[config.mk]
export PLATFORM = sky130hd
export DESIGN_NAME = whack_mole_game
export DESIGN_NICKNAME = d
export VERILOG_FILES = /design/src/rtl/whack_mole_game.sv
export SDC_FILE = /design/constraint.sdc
export NUM_CORES = 1
export LEC_CHECK = 0
export ABC_AREA = 1
export CAP_MARGIN = 10
export CORE_ASPECT_RATIO = 0.8
export CORE_MARGIN = 2
export CORE_UTILIZATION = 60
export CTS_CLUSTER_SIZE = 40
export DETAILED_ROUTE_END_ITERATION = 10
export GPL_TIMING_DRIVEN = 0
export PLACE_DENSITY_LB_ADDON = 0.15
export REMOVE_ABC_BUFFERS = 1
export SLEW_MARGIN = 10
export SYNTH_ARGS = -nofsm -noshare
export SYNTH_HDL_FRONTEND = slang
export SYNTH_SLANG_ARGS = --single-unit
export TNS_END_PERCENT = 5
[constraint.sdc]
create_clock -name clk -period 4.7 [get_ports clk]
set_input_delay 1.175 -clock clk [delete_from_list [all_inputs] [get_ports clk]]
set_output_delay 1.175 -clock clk [all_outputs]
set_load 0.03 [all_outputs]
[src/rtl/whack_mole_game.sv]
// Whack-a-mole game controller: pops one mole at a time in a pseudo-random hole, scores hits, ends after ROUNDS moles.
// Latency: all outputs registered; a hit or timeout shows up on map/score on the edge after the hit cycle.
// Backpressure: none; start/hit are single-cycle pulses, and any pulse not accepted in the current state is dropped.
module whack_mole_game #(
  parameter logic [31:0] GAP_TICKS  = 32'd25_000_000,
  parameter logic [31:0] MOLE_TICKS = 32'd50_000_000,
  parameter logic [3:0]  ROUNDS     = 4'd15
) (
  input  logic       clk,
  input  logic       rst,
  input  logic       start,
  input  logic [8:0] hit,
  output logic [8:0] map,
  output logic [3:0] score,
  output logic       playing,
  output logic       game_over
);

  localparam logic [1:0] S_IDLE = 2'd0;
  localparam logic [1:0] S_GAP  = 2'd1;
  localparam logic [1:0] S_UP   = 2'd2;
  localparam logic [1:0] S_DONE = 2'd3;

  // The timer only ever needs to reach the larger of the two phase lengths minus one.
  localparam logic [31:0] T_MAX = (GAP_TICKS > MOLE_TICKS) ? GAP_TICKS : MOLE_TICKS;
  localparam int          TW    = (T_MAX > 32'd1) ? $clog2(T_MAX) : 1;

  localparam logic [TW-1:0] GAP_LAST  = TW'(GAP_TICKS - 32'd1);
  localparam logic [TW-1:0] MOLE_LAST = TW'(MOLE_TICKS - 32'd1);
  localparam logic [TW-1:0] T_ONE     = TW'(1);

  logic [1:0]    r_state;
  logic [TW-1:0] r_timer;
  logic [3:0]    r_round;
  logic [3:0]    r_prev_hole;
  logic [7:0]    r_lfsr;
  logic [8:0]    r_map;
  logic [3:0]    r_score;
  logic          r_playing;
  logic          r_game_over;

  logic       w_fb;
  logic [3:0] w_mod;
  logic [3:0] w_idx;
  logic       w_hit_ok;
  logic       w_timeout;
  logic       w_last_round;

  // x^8+x^6+x^5+x^4+1 is primitive, so a nonzero seed never collapses to zero.
  assign w_fb  = r_lfsr[7] ^ r_lfsr[5] ^ r_lfsr[4] ^ r_lfsr[3];
  assign w_mod = 4'(r_lfsr % 8'd9);
  // Bump to the next hole when the draw repeats the last one, so consecutive moles always move.
  assign w_idx = (w_mod != r_prev_hole) ? w_mod :
                 (w_mod == 4'd8)        ? 4'd0  : (w_mod + 4'd1);

  // Any matching bit counts; stray bits for other holes are simply ignored.
  assign w_hit_ok     = |(hit & r_map);
  assign w_timeout    = (r_timer == MOLE_LAST);
  assign w_last_round = ((r_round + 4'd1) == ROUNDS);

  // Free-running hole generator, advances every cycle outside reset.
  always_ff @(posedge clk) begin
    if (!rst) begin
      r_lfsr <= 8'hA5;
    end else begin
      r_lfsr <= {r_lfsr[6:0], w_fb};
    end
  end

  // Game FSM; playing/game_over are registered alongside the state they describe.
  always_ff @(posedge clk) begin
    if (!rst) begin
      r_state     <= S_IDLE;
      r_timer     <= '0;
      r_round     <= '0;
      r_prev_hole <= '0;
      r_map       <= '0;
      r_score     <= '0;
      r_playing   <= 1'b0;
      r_game_over <= 1'b0;
    end else begin
      case (r_state)
        S_IDLE, S_DONE: begin
          if (start) begin
            r_score     <= '0;
            r_round     <= '0;
            r_timer     <= '0;
            r_state     <= S_GAP;
            r_playing   <= 1'b1;
            r_game_over <= 1'b0;
          end
        end
        S_GAP: begin
          if (r_timer == GAP_LAST) begin
            r_map       <= 9'b1 << w_idx;
            r_prev_hole <= w_idx;
            r_timer     <= '0;
            r_state     <= S_UP;
          end else begin
            r_timer <= r_timer + T_ONE;
          end
        end
        S_UP: begin
          // A hit on the final visible cycle wins over the timeout.
          if (w_hit_ok || w_timeout) begin
            r_map   <= '0;
            r_round <= r_round + 4'd1;
            if (w_hit_ok) begin
              r_score <= r_score + 4'd1;
            end
            if (w_last_round) begin
              r_state     <= S_DONE;
              r_playing   <= 1'b0;
              r_game_over <= 1'b1;
            end else begin
              r_state <= S_GAP;
              r_timer <= '0;
            end
          end else begin
            r_timer <= r_timer + T_ONE;
          end
        end
        default: begin
          r_state <= S_IDLE;
        end
      endcase
    end
  end

  assign map       = r_map;
  assign score     = r_score;
  assign playing   = r_playing;
  assign game_over = r_game_over;

endmodule

==> impl_metrics.csv, run 1 <==
group,metric,value,unit
status,outcome,"finished, final reports clean",
floorplanning,die_w,95.4,um
finish,fin_util,0.724,
drt,wirelength,9.23,mm
logic_synthesis,netlist_area,4010,um^2
pwr,power,2700,uW
min_path,hp-class,"flop to flop",
clocking,cts_sinks,59,
logic_synthesis,synth_top_area_cell,"dfxtp_1",
floorplanning,die_area,7360,um^2
floorplanning,fp-row-count,26,
worst_setup_path,cp.arrival,4730,ps
clocking,insertion_delay,340,ps
global_route,grt_pass1_vias,3532,
worst_setup_path,cp-end-kind,"flop",
run,maxCapViolCount,0,
timing,finalHoldViolCount,0,
drt,vias,3857,
worst_setup_path,cp_max_fo,15,
floorplanning,die_h,77.1,um
global_route,grt_max_degree,22,
clocking,cts_tree,"built",
worst_setup_path,crit_path_start_kind,"input pin",
finish,final_area,4660,um^2
logic_synthesis,synth_top_area_share,0.294,
pwr,pwr-share-seq,0.224,
timing,finalSetupViolCount,0,
global_route,overflow,0,
placed_design,placed_cell_area,4330,um^2
finish,drive_above_1_share,0.183,
timing,period_needed,4470,ps
floorplanning,start_util,0.623,
drt,drc_errors,0,
timing,worstMarginPinSlew,795,ps
clocking,cts_inserted_buffers,9,
placed_design,place_congestion,0.923,
logic_synthesis,synthCells,582,
timing,max_freq,0.224,GHz
global_route,global_route.usage.total,0.261,
clocking,clockRootBuffer,"clkbuf_8",
finish,diodes,0,
worst_setup_path,path_cells,"clkdlybuf4s50_1 -> nand2_1 -> nand4_1 -> a211oi_1 -> o21ai_0 -> or2_2 -> nand2_1 -> inv_1 -> nor2_1 -> inv_1 -> nand2_1 -> nand2_1 -> inv_1 -> o21ai_0 -> a21oi_1",
pwr,p_sw_frac,0.478,
worst_setup_path,path_delay_family,"simple AND/OR/NAND/NOR gates",
pwr,ir_drop,0.000312,V
worst_setup_path,crit_type,"input pin to flop",
logic_synthesis,avgSynthCellArea,6.89,um^2
floorplanning,core,6440,um^2
logic_synthesis,ys_seq_area_frac,0.294,
drt,postRouteAntennaNets,0,
logic_synthesis,synth.distinct_cells,38,
clocking,h-tree-depth,3,
drt,routedWlPerCell,13.1,um
logic_synthesis,ys_ff_latch,59,
timing,final_max_slew_viol_count,0,
pwr,combPwrFrac,0.582,
pwr,powerDensity,580,nW/um^2
finish,layout.nets,641,
placed_design,hpwl,6.67,mm
global_route,grt_pass1_wl,15.3,mm
worst_setup_path,worstPathRequired,4970,ps
floorplanning,ioPinCount,27,
worst_setup_path,cp.buffers_inverters,4,
timing,finalCritPeriodShare,0.950,
pwr,intPower,1410,uW
drt,drt_iter0_drc,264,
timing,hold_ws,483,ps
placed_design,portBuffers,26,
timing,maxSlewHeadroom,0.470,
pwr,p_sw,1290,uW
finish,area_delta_synth_final,16.3,%
logic_synthesis,synth_area_leaders,"dfxtp_1 29%, nand2_1 11%, inv_1 8.0%, nand3_1 5.7%, nand2_2 5.0%",
pwr,clkPwrFrac,0.194,
worst_setup_path,critPathMostFrequentCell,"nand2_1",
timing,fin_skew,8.51,ps
drt,dr.pass1.iters,6,
logic_synthesis,synth_warnings,0,
drt,viasPerCell,5.46,
clocking,clk_pin_slew,60,ps
pwr,p_leak,0.00198,uW
global_route,antenna_found_initial,0,
worst_setup_path,cpMaxStageDelayCell,"a211oi_1",
clocking,clockBufferDepth,2,
worst_setup_path,slowest_delay,530,ps
==> worst reg2reg max path, delay by kind of cell (launching register included) <==
kind                       cells  cell delay [ps]
AOI/OAI and AO/OA              2              190
adders and majority gates      2              350
and+or+nand+nor               30             3050
DFF                            1              310
buffers and inverters          4              330
==> power by group through the flow <==
stage / combinational (uW) / clock (uW) / sequential, uW
3_3_place_gp: 1400 / 0 / 611
4_1_cts: 1440 / 531 / 605
5_1_grt: 1730 / 554 / 613
2_1_floorplan: 1130 / 0 / 647
6_report: 1570 / 524 / 607
3_5_place_dp: 1440 / 0 / 615
==> sequential cells by signal, indices dropped and copies added (netlist names) <==
name         cells
r_timer         26
game_over        1
map              9
r_prev_hole      4
playing          1
r_lfsr           8
r_round          4
score            4
r_state          2
==> path summary, 6_finish.rpt <==
kind | slack [ps] | start | endpoint | depth (start not counted)
setup / recovery | 230 | hit[4] | r_timer[19] | 15
hold / removal | 480 | map[5] | map[5] | 2
setup reg to reg | 390 | r_lfsr[6] | map[7] | 38
hold reg to reg | 480 | map[5] | map[5] | 2
==> layer usage <==
| layer | track usage | up-vias | wire length (um) |
|---|---|---|---|
| li1 | - | 1976 | - |
| met1 | 0.346 | 1756 | 4340 |
| met2 | 0.409 | 116 | 4240 |
| met3 | 0.0658 | 9 | 555 |
| met4 | 0.0914 | 0 | 102 |
| met5 | 0 | - | 0 |
==> timing repair <==
item                                    4_1_cts  5_1_grt
setup buffers                                 0        7
hold buffers                                  0        0
endpoints found under the setup margin        0       13
resized for setup                             0       21
==> through the flow <==
stage	TNS (ps)	worst slack, ps	std cells
detailed placement	0	54.2	684
floorplan	0	827	574
global route	-145	-33.1	707
finish	0	234	707
CTS	0	223	700
global placement	0	63.1	684
==> cell usage in the layout, fill, tap and decap left out, drive strengths merged <==
cell type | netlist | layout
buf | 0 | 7
nand3b | 3 | 3
nor3 | 13 | 13
nor2 | 53 | 53
bufinv | 0 | 2
o21ai | 36 | 36
inv | 90 | 90
a21oi | 38 | 38
xor2 | 8 | 8
clkdlybuf4s50 | 0 | 26
nand4 | 22 | 22
o211ai | 1 | 1
a211oi | 3 | 3
clkinv | 1 | 4
xnor2 | 5 | 5
nand2 | 160 | 160
o211a | 4 | 4
nand3 | 53 | 53
a221oi | 2 | 2
or2 | 2 | 2
o21bai | 1 | 1
clkbuf | 8 | 11
o21a | 1 | 1
nor4 | 8 | 8
dfxtp | 59 | 59
ha | 11 | 11
==> Yosys cell counts, drive strengths merged <==
master  instances
o21bai          1
dfxtp          59
clkbuf          8
nor2           53
nand4          22
o21a            1
xor2            8
a21oi          38
clkinv          1
xnor2           5
nor4            8
nand3b          3
ha             11
o21ai          36
inv            90
nand3          53
nor3           13
o211ai          1
o211a           4
nand2         160
or2             2
a221oi          2
a211oi          3
==> cell families (layout without fill, tap and decap cells) <==
logic type	count (synthesis)	after routing	share of synthesized area
buffers and inverters	99	140	0.0976
AND/OR/NAND/NOR	314	314	0.418
adder cells (fa/ha/maj)	11	11	0.0343
XOR/XNOR	13	13	0.0303
AO/OA/AOI/OAI	86	86	0.125
flip-flops	59	59	0.294
==> area by class of cell <==
| cell class | instances | area (um^2) |
|---|---|---|
| Multi-Input combinational cell | 424 | 2490 |
| Fill cell | 534 | 1780 |
| Sequential cell | 59 | 1180 |
| Inverter | 91 | 342 |
| Timing Repair Buffer | 33 | 313 |
| Clock buffer | 11 | 151 |
| Tap cell | 84 | 105 |
| Clock inverter | 5 | 75.1 |
No activity file was read; power rests on OpenSTA's default activity.
==> inputs of run 2 (changes only) <==
Settings changed: CORE_MARGIN 2 to not set, REMOVE_ABC_BUFFERS 1 to not set.
==> run 2 against run 1 <==
Combinational power grew 5%. Maximum frequency grew 1.2%. Non-clock buffer count grew 12. Cell count grew 1.7%. Total power grew 1.5%. Via count grew 1.8%. Hold slack lost 15 ps. Utilization grew 1.8 points. Sequential power is essentially flat. Sequential share of layout area shrank 0.48 points.
==> impl_metrics.csv, run 2 (synthesized netlist as in run 1, its figures left out) <==
group,metric,value,unit
status,outcome,"finished, final reports clean",
placed_design,hpwl,6.96,mm
worst_setup_path,cp_max_fo,8,
finish,final_common_cell,"nand2_1",
worst_setup_path,crit_type,"flop to flop",
min_path,hp-class,"flop to flop",
finish,fillers,511,
finish,layout_common_cells,"111 x nand2_1, 84 x inv_1, 57 x dfxtp_1, 42 x nor2_1, 38 x nand3_1",
drt,routedWlPerCell,13.2,um
global_route,grt_max_degree,11,
pwr,ir_drop,0.000351,V
drt,wirelength,9.47,mm
timing,finalHoldViolCount,0,
floorplanning,die_h,75.1,um
clocking,hold_buffers,0,
finish,drive_above_1_share,0.194,
pwr,powerDensity,578,nW/um^2
timing,maxSlewHeadroom,0.534,
finish,layout.nets,653,
global_route,grt_pass1_vias,3475,
global_route,global_route.usage.total,0.273,
clocking,clk_pin_slew,60,ps
timing,setup_slack,285,ps
clocking,cts_inserted_buffers,9,
timing,worstMarginPinSlew,694,ps
timing,finalCritPeriodShare,0.939,
drt,postRouteAntennaNets,0,
pwr,power,2750,uW
pwr,combPwrFrac,0.602,
clocking,insertion_delay,340,ps
timing,finalSetupViolCount,0,
run,maxCapViolCount,0,
floorplanning,core,6410,um^2
global_route,grt_pass1_wl,15.1,mm
drt,dr.pass1.iters,5,
worst_setup_path,worstPathRequired,4970,ps
placed_design,placed_cell_area,4370,um^2
worst_setup_path,critPathMostFrequentCell,"nand2_4",
clocking,cts_sinks,59,
finish,top_register,"r_timer",
clocking,cts_tree,"built",
clocking,h-tree-depth,3,
placed_design,place_congestion,0.973,
worst_setup_path,cp-end-kind,"flop",
worst_setup_path,slowest_delay,420,ps
worst_setup_path,cpMaxStageDelayCell,"dfxtp_1",
clocking,clockRootBuffer,"clkbuf_8",
global_route,antenna_found_initial,0,
placed_design,pre_cts_ws,254,ps
pwr,p_leak,0.00201,uW
pwr,pwr-share-seq,0.221,
finish,area_delta_synth_final,18.5,%
timing,hold_ws,468,ps
floorplanning,die_area,7020,um^2
worst_setup_path,cp.arrival,4680,ps
logic_synthesis,postSynthNetCount,605,
finish,largest_reg_flops,26,
timing,tns,0,ps
floorplanning,start_util,0.626,
finish,diodes,0,
floorplanning,die_w,93.4,um
drt,vias,3927,
worst_setup_path,crit_path_start_kind,"flop",
timing,final_max_slew_viol_count,0,
drt,drt_iter0_drc,226,
timing,fin_skew,10.9,ps
timing,period_needed,4420,ps
drt,drc_errors,0,
timing,max_freq,0.226,GHz
floorplanning,fp-row-count,26,
placed_design,portBuffers,25,
floorplanning,ioPinCount,27,
clocking,clockBufferDepth,2,
pwr,clkPwrFrac,0.177,
drt,viasPerCell,5.46,
pwr,p_sw,1350,uW
finish,final_area,4750,um^2
pwr,p_sw_frac,0.490,
global_route,overflow,0,
pwr,intPower,1400,uW
-- run 2: cell types whose count changed in the layout (fill, tap and decap cells not counted), sizes merged --
cell / before / now
clkinv: 4 / 3
clkinvlp: 0 / 1
clkdlybuf4s50: 26 / 25
clkbuf: 11 / 20
buf: 7 / 12
bufinv: 2 / 1
-- run 2: final cells by class --
cell class              instances  area [um^2]  area share
inverters                      91          342      0.0719
repair buffers                 37          340      0.0716
plain buffers                   8         50.0      0.0105
flip-flops and latches         59         1180       0.249
well taps                      84          105      0.0221
clock inverters                 4         47.5      0.0100
multi-input cells             424         2520       0.530
clock buffers                  12          165      0.0347
-- run 2: timing repair --
item | 4_1_cts | 5_1_grt
resized for setup | 0 | 24
setup endpoints to repair | 0 | 13
endpoints found under the hold margin | 0 | 0
setup buffers | 0 | 12
-- run 2: worst max-delay path: cells and delay by family (launching register included) --
kind	cells	cell delay, ps
AND/OR/NAND/NOR	25	2670
flip-flops	1	420
buffers and inverters	5	480
adder cells (fa/ha/maj)	2	350
AO/OA/AOI/OAI	3	400
-- run 2: final timing paths --
check | end | from | cells past startpoint | slack (ps)
worst min-delay path | r_lfsr[6] | r_lfsr[5] | 2 | 470
worst max register to register | map[3] | r_lfsr[7] | 35 | 280
worst min register to register | r_lfsr[6] | r_lfsr[5] | 2 | 470
worst max-delay path | map[3] | r_lfsr[7] | 35 | 280
-- run 2: through the flow --
stage / instances / util
final: 719 / 0.742
after global placement: 691 / 0.681
after CTS: 707 / 0.715
after global routing: 719 / 0.742
after floorplan: 582 / -
after detailed placement: 691 / 0.681
-- run 2: power by group through the flow --
stage / clock network, uW / registers [uW] / logic, uW
after floorplan: 0 / 647 / 1130
after global placement: 0 / 613 / 1400
after detailed placement: 0 / 616 / 1450
after CTS: 493 / 606 / 1460
after global routing: 511 / 615 / 1820
final: 485 / 607 / 1650
-- run 2: routing by layer --
layer / track usage / up-vias / share of wire
met3: 0.0556 / 13 / 0.065
met2: 0.434 / 119 / 0.46
met4: 0.0855 / 0 / 0.011
met1: 0.375 / 1800 / 0.47
met5: 0 / - / 0
li1: - / 1995 / -
